--- src/rtl/ibi_retry_ctrl_pkg.sv ---
// Shared types for the IBI retry controller: FSM states and the completion
// status codes reported to the host side.
package ibi_retry_ctrl_pkg;

  typedef enum logic [2:0] {
    ST_IDLE,
    ST_CAPTURE,
    ST_DRAIN,
    ST_SEND,
    ST_WAIT_STATUS,
    ST_BACKOFF,
    ST_REPORT
  } ibi_state_e;

  typedef enum logic [1:0] {
    IBI_OK         = 2'd0,
    IBI_RETRY_FAIL = 2'd1,
    IBI_OVERFLOW   = 2'd2,
    IBI_ABORTED    = 2'd3
  } ibi_status_e;

  localparam logic [1:0] RETRY_MAX = 2'd3;

  // Retry counter increment that sticks at RETRY_MAX.
  function automatic logic [1:0] retry_inc(input logic [1:0] r);
    return (r == RETRY_MAX) ? r : r + 2'd1;
  endfunction

endpackage

--- src/rtl/ibi_retry_ctrl_byte_buf.sv ---
// Replay buffer for one IBI: single write port, combinational read port.
// Contents are not reset; only cnt/rd_ptr in the controller qualify them.
module ibi_byte_buf
  import ibi_retry_ctrl_pkg::*;
#(
  parameter int Width = 8,
  parameter int Depth = 64
) (
  input  logic                     clk_i,
  input  logic                     we_i,
  input  logic [$clog2(Depth)-1:0] waddr_i,
  input  logic [Width-1:0]         wdata_i,
  input  logic [$clog2(Depth)-1:0] raddr_i,
  output logic [Width-1:0]         rdata_o
);

  logic [Width-1:0] mem [Depth];

  // Capture one upstream byte per accepted beat.
  always_ff @(posedge clk_i) begin
    if (we_i) mem[waddr_i] <= wdata_i;
  end

  assign rdata_o = mem[raddr_i];

endmodule

--- src/rtl/ibi_retry_ctrl.sv ---
// IBI retry controller: buffers one IBI from the descriptor engine, sends it
// to the target FSM, and replays it from the buffer after NACK/arbitration
// loss, up to retry_limit_i times with a programmable backoff.
//
// state          | meaning
// ---------------+--------------------------------------------------------
// ST_IDLE        | waiting for the first byte (MDB) while enabled
// ST_CAPTURE     | storing remaining bytes into the replay buffer
// ST_DRAIN       | discarding upstream bytes until last (overflow/abort)
// ST_SEND        | streaming buf[rd_ptr] to the target FSM
// ST_WAIT_STATUS | all bytes sent, waiting for ACK (done) or error
// ST_BACKOFF     | idle countdown before replaying from the MDB
// ST_REPORT      | one-cycle completion report, then back to idle
module ibi_retry_ctrl
  import ibi_retry_ctrl_pkg::*;
#(
  parameter int IbiFifoWidth = 8,
  parameter int BufDepth     = 64
) (
  input  logic                    clk_i,
  input  logic                    rst_i,
  input  logic                    enable_i,
  input  logic [1:0]              retry_limit_i,
  input  logic [7:0]              backoff_i,
  input  logic                    in_valid_i,
  output logic                    in_ready_o,
  input  logic [IbiFifoWidth-1:0] in_byte_i,
  input  logic                    in_last_i,
  output logic                    out_valid_o,
  input  logic                    out_ready_i,
  output logic [IbiFifoWidth-1:0] out_byte_o,
  output logic                    out_last_o,
  input  logic                    tgt_done_i,
  input  logic                    tgt_err_i,
  output logic                    status_valid_o,
  output logic [1:0]              status_o,
  output logic [1:0]              retry_cnt_o
);

  localparam int AW = $clog2(BufDepth);
  localparam int CW = AW + 1;
  localparam logic [CW-1:0] DEPTH_CNT = CW'(BufDepth);

  ibi_state_e        state_q, state_d;
  ibi_status_e       status_q, status_d;
  logic [CW-1:0]     cnt_q, cnt_d;
  logic [AW-1:0]     rd_ptr_q, rd_ptr_d;
  logic [1:0]        retries_q, retries_d;
  logic [7:0]        timer_q, timer_d;

  logic                    buf_we;
  logic [AW-1:0]           buf_waddr;
  logic [IbiFifoWidth-1:0] buf_rdata;
  logic                    send_last;

  ibi_byte_buf #(
    .Width (IbiFifoWidth),
    .Depth (BufDepth)
  ) u_buf (
    .clk_i   (clk_i),
    .we_i    (buf_we),
    .waddr_i (buf_waddr),
    .wdata_i (in_byte_i),
    .raddr_i (rd_ptr_q),
    .rdata_o (buf_rdata)
  );

  assign send_last = ({1'b0, rd_ptr_q} == (cnt_q - CW'(1)));

  // Next-state, datapath updates and outputs; everything is forced quiet in reset.
  always_comb begin
    state_d        = state_q;
    status_d       = status_q;
    cnt_d          = cnt_q;
    rd_ptr_d       = rd_ptr_q;
    retries_d      = retries_q;
    timer_d        = timer_q;
    buf_we         = 1'b0;
    buf_waddr      = cnt_q[AW-1:0];
    in_ready_o     = 1'b0;
    out_valid_o    = 1'b0;
    out_byte_o     = '0;
    out_last_o     = 1'b0;
    status_valid_o = 1'b0;
    status_o       = 2'd0;
    retry_cnt_o    = 2'd0;

    unique case (state_q)
      ST_IDLE: begin
        in_ready_o = enable_i;
        if (enable_i && in_valid_i) begin
          buf_we    = 1'b1;
          buf_waddr = '0;
          cnt_d     = CW'(1);
          rd_ptr_d  = '0;
          state_d   = in_last_i ? ST_SEND : ST_CAPTURE;
        end
      end

      ST_CAPTURE: begin
        in_ready_o = 1'b1;
        if (in_valid_i) begin
          buf_we = 1'b1;
          cnt_d  = cnt_q + CW'(1);
        end
        // A disabled capture still has to swallow the rest of the stream.
        if (!enable_i) begin
          status_d = IBI_ABORTED;
          state_d  = (in_valid_i && in_last_i) ? ST_REPORT : ST_DRAIN;
        end else if (in_valid_i) begin
          if (in_last_i) begin
            state_d = ST_SEND;
          end else if ((cnt_q + CW'(1)) == DEPTH_CNT) begin
            status_d = IBI_OVERFLOW;
            state_d  = ST_DRAIN;
          end
        end
      end

      ST_DRAIN: begin
        in_ready_o = 1'b1;
        if (in_valid_i && in_last_i) state_d = ST_REPORT;
      end

      ST_SEND: begin
        out_valid_o = 1'b1;
        out_byte_o  = buf_rdata;
        out_last_o  = send_last;
        if (!enable_i) begin
          status_d = IBI_ABORTED;
          state_d  = ST_REPORT;
        end else if (tgt_err_i) begin
          if (retries_q < retry_limit_i) begin
            retries_d = retry_inc(retries_q);
            timer_d   = backoff_i;
            state_d   = ST_BACKOFF;
          end else begin
            status_d = IBI_RETRY_FAIL;
            state_d  = ST_REPORT;
          end
        end else if (out_ready_i) begin
          rd_ptr_d = rd_ptr_q + AW'(1);
          if (send_last) state_d = ST_WAIT_STATUS;
        end
      end

      ST_WAIT_STATUS: begin
        if (!enable_i) begin
          status_d = IBI_ABORTED;
          state_d  = ST_REPORT;
        end else if (tgt_err_i) begin
          if (retries_q < retry_limit_i) begin
            retries_d = retry_inc(retries_q);
            timer_d   = backoff_i;
            state_d   = ST_BACKOFF;
          end else begin
            status_d = IBI_RETRY_FAIL;
            state_d  = ST_REPORT;
          end
        end else if (tgt_done_i) begin
          status_d = IBI_OK;
          state_d  = ST_REPORT;
        end
      end

      ST_BACKOFF: begin
        if (!enable_i) begin
          status_d = IBI_ABORTED;
          state_d  = ST_REPORT;
        end else if (timer_q == 8'd0) begin
          rd_ptr_d = '0;
          state_d  = ST_SEND;
        end else begin
          timer_d = timer_q - 8'd1;
        end
      end

      ST_REPORT: begin
        status_valid_o = 1'b1;
        status_o       = status_q;
        retry_cnt_o    = retries_q;
        cnt_d          = '0;
        rd_ptr_d       = '0;
        retries_d      = 2'd0;
        state_d        = ST_IDLE;
      end

      default: state_d = ST_IDLE;
    endcase

    if (rst_i) begin
      buf_we         = 1'b0;
      in_ready_o     = 1'b0;
      out_valid_o    = 1'b0;
      out_byte_o     = '0;
      out_last_o     = 1'b0;
      status_valid_o = 1'b0;
      status_o       = 2'd0;
      retry_cnt_o    = 2'd0;
    end
  end

  // State and counter registers with synchronous reset.
  always_ff @(posedge clk_i) begin
    if (rst_i) begin
      state_q   <= ST_IDLE;
      status_q  <= IBI_OK;
      cnt_q     <= '0;
      rd_ptr_q  <= '0;
      retries_q <= 2'd0;
      timer_q   <= 8'd0;
    end else begin
      state_q   <= state_d;
      status_q  <= status_d;
      cnt_q     <= cnt_d;
      rd_ptr_q  <= rd_ptr_d;
      retries_q <= retries_d;
      timer_q   <= timer_d;
    end
  end

endmodule

--- config.mk ---
export PLATFORM = sky130hd
export DESIGN_NAME = ibi_retry_ctrl
export DESIGN_NICKNAME = d
export VERILOG_FILES = /design/src/rtl/ibi_retry_ctrl_pkg.sv /design/src/rtl/ibi_retry_ctrl_byte_buf.sv /design/src/rtl/ibi_retry_ctrl.sv
export SDC_FILE = /design/constraint.sdc
export NUM_CORES = 1
export LEC_CHECK = 0
export CAP_MARGIN = 20
export CORE_MARGIN = 2
export CORE_UTILIZATION = 33
export DETAILED_ROUTE_END_ITERATION = 6
export HOLD_SLACK_MARGIN = 0.15
export PLACE_DENSITY = 0.49
export SETUP_SLACK_MARGIN = 0.3
export SYNTH_ARGS = -nofsm -noshare
export SYNTH_HDL_FRONTEND = slang
export SYNTH_SLANG_ARGS = --single-unit
--- constraint.sdc ---
create_clock -name clk_i -period 5 [get_ports clk_i]
set_input_delay 1.5 -clock clk_i [delete_from_list [all_inputs] [get_ports clk_i]]
set_output_delay 1.5 -clock clk_i [all_outputs]
set_load 0.03 [all_outputs]
Word level (Yosys, flattened, before mapping)
Memory sizes are Yosys's and may differ from the RTL's. A register that Yosys moved wholly into a read port is not among the register bits.
Cells that the tools add are included.
{ "op_classes": {"reduce_logical": 17, "bitwise": 0, "shift": 0, "magnitude_cmp": 1, "mux": 76, "multipliers": 0, "eq_ne": 32, "n_div": 0, "add_sub_neg": 5} }
{ "ops": {"columns": ["operator", "n"], "rows": [
  ["$mux 6", 10],
  ["$mux 8", 7],
  ["$mux 3", 16],
  ["$mux 2", 21],
  ["$pmux 6 s4", 1],
  ["$ne 2x2->1 const B", 11],
  ["$pmux 7 s3", 1],
  ["$pmux 3 s6", 1],
  ["$ne 4x4->1 const B", 4],
  ["$pmux 8 s2", 1],
  ["$ne 3x3->1 const B", 5],
  ["$mux 7", 2],
  ["$reduce_and 7->1", 2],
  ["$mux 1", 12],
  ["$eq 3x3->1 const B", 3],
  ["$logic_not 8->1", 1],
  ["$pmux 2 s4", 1],
  ["$reduce_and 8->1", 1],
  ["$reduce_bool 4->1", 2],
  ["$sub 8x1->8 const B", 1],
  ["$add 7x1->7 const B", 1],
  ["$eq 6x7->1", 1],
  ["$eq 7x7->1 const B", 1],
  ["$sub 7x1->7 const B", 1],
  ["17 further kinds", 24]
]} }
{ "word_totals": {"latchBits": 0, "ram_bits": 512, "romBits": 0, "mem_count": 1, "out_inout_bits": 16, "in_bits": 26, "regBits": 28, "word_cells": 138} }
{ "mem_list": {"columns": ["memory", "words", "width", "read_ports", "rd_clocked_by_memory_dff", "wr", "line", "source"], "rows": [
  ["u_buf.mem", 64, 8, 1, 1, 1, "ibi_retry_ctrl_byte_buf.sv:17", "logic [Width-1:0] mem [Depth];"]
]} }

Depth between registers and ports, before layout
{ "logic_depth": {"ltp_word": 7, "mapped_depth": 9, "depth_no_buf": 8} }

Hierarchy
A second synthesis with hierarchy kept.
{ "unflattened": {"cells_unflattened": 1260, "hier_area_um2": 22401.5} }
{ "modules_own_cells": {"columns": ["module", "area_per_inst_um2", "n_inst", "seq_area_each_um2", "cells_per_inst"], "rows": [
  ["ibi_byte_buf", 20006.7, 1, 15374.7, 932],
  ["ibi_retry_ctrl", 2394.8, 1, 560.5, 328]
]} }

Worst setup path after synthesis
Ideal clock, no wire load.
{ "synth_path": {"path_type": "in2out", "start": "input rst_i", "end": "output retry_cnt_o[0]", "path_stages": 3, "arrival_time_ps": 3191, "path_slack_ps": 309, "required_ps": 3500, "path_cell_list": "clkbuf_1 > nor4_1 > and2_1"} }
{ "synth_via": {"elab_chain_cells": 1} }
{ "synth_lines": {"columns": ["item", "line", "source"], "rows": [
  ["start, declared", "ibi_retry_ctrl.sv:21", "input logic rst_i,"],
  ["$mux 2", "ibi_retry_ctrl.sv:191", "if (rst_i) begin"],
  ["end, declared", "ibi_retry_ctrl.sv:37", "output logic [1:0] retry_cnt_o"]
]} }
Every way passes these cells.

==> impl_metrics.ini <==
[setup_path]
critical_path_startpoint_category = flop
end_kind = output pin
critical_path.slowest_cell = sky130_fd_sc_hd__mux4_2
path_delay_family = multiplexers
crit_chain = buf_16 -> buf_12 -> mux4_2 -> mux4_2 -> o211ai_1 -> o21ai_1 -> buf_12
cp_data_required_time_ns = 3.50
r2r_setup_slack_ns = 2.02
timing.critical_path.slowest_cell_delay_ns = 0.54
cp_max_fo = 16
timing.setup.critical_path_class = reg2out
data_arrival_time_of_the_critical_path_ns = 3.13
critical_path_buf_inv_count = 3

[yosys]
synth_enable_flop_cells = 512
synthFlopType = sky130_fd_sc_hd__edfxtp_1
synth_sequential_area_ratio_pct = 72.0
synthesized_netlist_cell_count = 1213
xor_xnor_share_of_the_synthesized_area_pct = 0.393
post_synth_and_or_nand_nor_area_fraction_pct = 5.61
synth_top_family_by_area = multiplexers
synth_warnings = 0
synth_cell_types = 66
synth_adder_area_share_pct = 0.393
syn-mean-instance-area_um2 = 18.4
synth_mux_area_share_pct = 15.5
postSynthRegisterBits = 546
post_synthesis_compound_gate_area_fraction_pct = 4.20
synth.cell_area_um2 = 22300
synth-async-reset-ratio_pct = 0
postSynthNetCount = 1246

[clock_tree]
clockRootBuffer = sky130_fd_sc_hd__clkbuf_16
clock_tree_from_tritoncts = done
clkSlewWorstSetupHoldPaths_ns = 0.06
insertion_delay_ns = 0.63
cts_made_buffers = 59
cts.htree.levels = 2
cts.sinks = 546
clock_path_buffers = 3

[routing]
met2_wirelength_mm = 26.9
route.layer.met1.wl_mm = 25.4
dr_wl_met3_mm = 3.53
ant_nets = 0
postRouteWirelength_mm = 57.1
initialDrtViolationCount = 1094
post_drt_wl_per_cell_um = 24.7
route.vias.total = 12000
top_signal_layer_used = met5
detail_route.vias_per_cell = 5.20
drt_first_pass_iters = 5
drc_errors = 0

[pwr]
cellLeakagePower_nw = 8.40
power.density_nw_per_um2 = 387
net_switching_power_w = 0.00238
pwr-share-clk_pct = 42.2
vdd.ir_drop.worst_mv = 0.359
sw_frac_of_total_pct = 23.0
comb_power_share_pct = 8.7
p_total_w = 0.0103
share_seq_of_total_power_pct = 49.1
internal_power_w = 0.00796

[timing]
upper_clock_frequency_limit_ghz = 0.216
rsz0062_at_grt = yes
post-route-min-period_ns = 4.63
clock-skew-final_ns = 0.0439
maxSlewHeadroom_pct = 32.6
setup-tns-final_ns = 0
holdWs_ns = 0.453
final-hold-violation-count = 0
report.final.setup_viol = 0
post_route_fraction_of_the_period_consumed_by_the_critical_path_pct = 92.7
drv_slew = 0
timing_worst_slew_pin_value_ns = 1.01

[floorplan]
core-area_um2 = 67000
fp.dieArea_um2 = 69600
initial_utilization_pct = 33.2
placement_rows = 95
ios = 42
die_w_um = 264
die_height_um = 264

[cells_and_area]
final_nets = 1422
layout.filler_cells = 6114
area_of_the_multi_input_gates_um2 = 5940
finish.utilization_pct = 39.9
synthToLayoutAreaGrowth_pct = 20.0
seq_area_um2 = 16100
postLayoutCellArea_um2 = 26800
final_layout_size_suffix_gt1_share_pct = 29.2

[grt]
grt_use_total_pct = 16.4
number_of_antenna_violations_at_the_first_check_in_global_routing = 3
grt_pass1_wl_mm = 83.3
grt.overflow.total = 0
grt_start_max_net_pins = 54
first_global_vias = 12100

[status]
run_status = finished, final reports clean

[placement]
placement.io_buffers = 41
final_estimated_routing_congestion_in_global_placement = 0.822
placed_cell_area_um2 = 24400
hpwl_mm = 36.2

[flow_run]
drv_cap = 0

[worst_hold_path]
min_path_type = reg2reg
[cell families after synthesis]
group | after synthesis
compound gates | 143
xor+xnor | 10
mux | 168
flops | 546
fa+ha+maj | 7
simple gates | 263
buf+inv | 76
[registers in the layout (all words and copies together), names as in the netlist, named ones only]
register	flops
status_q	2
rd_ptr_q	6
cnt_q	7
state_q	3
retries_q	2
u_buf.mem	512
timer_q	8
[cell type report]
type	count	area share, %
Sequential cell	546	60.1
Multi-Input combinational cell	591	22.2
Timing Repair Buffer	177	6.13
Clock buffer	67	5.63
Tap cell	873	4.08
Clock inverter	42	1.67
Inverter	14	0.206
Antenna cell	1	0.00935
[power by group through the flow]
stage	sequential [W]	clock (W)	combinational (W)
2_1_floorplan	0.00515	0	0.000572
3_3_place_gp	0.00517	0	0.000866
3_5_place_dp	0.00517	0	0.000869
4_1_cts	0.00507	0.00448	0.000895
5_1_grt	0.00508	0.00465	0.000988
6_report	0.00507	0.00437	0.000899
[routing by layer]
| metal | GRT usage (%) | vias to the layer above |
|---|---|---|
| met3 | 2.81 | 77 |
| li1 | - | 5307 |
| met5 | 0 | - |
| met1 | 23.4 | 6298 |
| met2 | 25.7 | 340 |
| met4 | 4.68 | 2 |
[repair_timing]
item,in CTS,in global routing
setup buffers,5,16
hold buffers,0,0
gates resized for setup,22,19
pin swaps,3,6
endpoints found under the setup margin,9,8
gates cloned,1,1
[cells in the mapped netlist, types with 9 or more instances]
cell type,instances,share of area (%)
sky130_fd_sc_hd__edfxtp_1,512,69
sky130_fd_sc_hd__mux4_2,141,14
sky130_fd_sc_hd__nor2_1,101,1.7
sky130_fd_sc_hd__nand2_1,52,0.88
sky130_fd_sc_hd__a21oi_1,46,1.0
sky130_fd_sc_hd__dfxtp_1,34,3.1
sky130_fd_sc_hd__buf_2,24,0.54
sky130_fd_sc_hd__nand3_1,23,0.52
sky130_fd_sc_hd__mux2i_1,22,0.99
sky130_fd_sc_hd__clkbuf_1,18,0.30
sky130_fd_sc_hd__o21ai_0,16,0.36
sky130_fd_sc_hd__buf_4,12,0.40
sky130_fd_sc_hd__inv_1,12,0.20
sky130_fd_sc_hd__nor3_1,12,0.27
sky130_fd_sc_hd__a22oi_1,11,0.37
sky130_fd_sc_hd__and2_1,11,0.31
sky130_fd_sc_hd__and3_1,11,0.31
sky130_fd_sc_hd__nor2b_1,11,0.31
sky130_fd_sc_hd__o21ai_1,11,0.25
sky130_fd_sc_hd__nand2b_1,9,0.25
[per-stage QoR]
step,setup slack (ns),instances
floorplan,0.309,1213
global route,0.273,2310
detailed placement,-0.0355,2178
finish,0.365,2311
global placement,-0.0136,2178
CTS,0.292,2293
[final timing paths]
check,from,end,depth (start not counted)
setup / recovery,flop,out_byte_o[1],7
hold / removal,status_q[1],status_q[1],2
setup reg to reg,state_q[1],u_buf.mem[7][5],8
hold reg to reg,status_q[1],status_q[1],2
[tightest hold or removal path: stages, from the launching register on]
cell	delay (ns)
sky130_fd_sc_hd__dfxtp_1	0.30
sky130_fd_sc_hd__nand2_1	0.05
sky130_fd_sc_hd__o21ai_1	0.05
[placed cells by master, fill, tap and decap left out, types with 7 or more instances in the layout]
cell type,instances
sky130_fd_sc_hd__mux2i_1,18
sky130_fd_sc_hd__buf_4,126
sky130_fd_sc_hd__clkinv_2,9
sky130_fd_sc_hd__buf_12,12
sky130_fd_sc_hd__nand2b_1,7
sky130_fd_sc_hd__nor2b_1,10
sky130_fd_sc_hd__bufinv_16,8
sky130_fd_sc_hd__o21ai_0,15
sky130_fd_sc_hd__clkdlybuf4s50_1,17
sky130_fd_sc_hd__nor2_1,99
sky130_fd_sc_hd__nand3_1,23
sky130_fd_sc_hd__nand3b_1,7
sky130_fd_sc_hd__o21ai_1,11
sky130_fd_sc_hd__a21oi_1,45
sky130_fd_sc_hd__buf_6,7
sky130_fd_sc_hd__clkbuf_16,61
sky130_fd_sc_hd__nand2_1,52
sky130_fd_sc_hd__clkbuf_1,8
sky130_fd_sc_hd__and2_1,10
sky130_fd_sc_hd__nor3_1,12
sky130_fd_sc_hd__mux4_2,141
sky130_fd_sc_hd__dfxtp_1,30
sky130_fd_sc_hd__a22oi_1,11
sky130_fd_sc_hd__inv_1,12
sky130_fd_sc_hd__edfxtp_1,512
sky130_fd_sc_hd__ha_1,7
sky130_fd_sc_hd__buf_2,8
sky130_fd_sc_hd__and3_1,11
sky130_fd_sc_hd__xor2_1,7
sky130_fd_sc_hd__clkinv_1,18
Note: power is estimated with default switching activity, not from simulation.
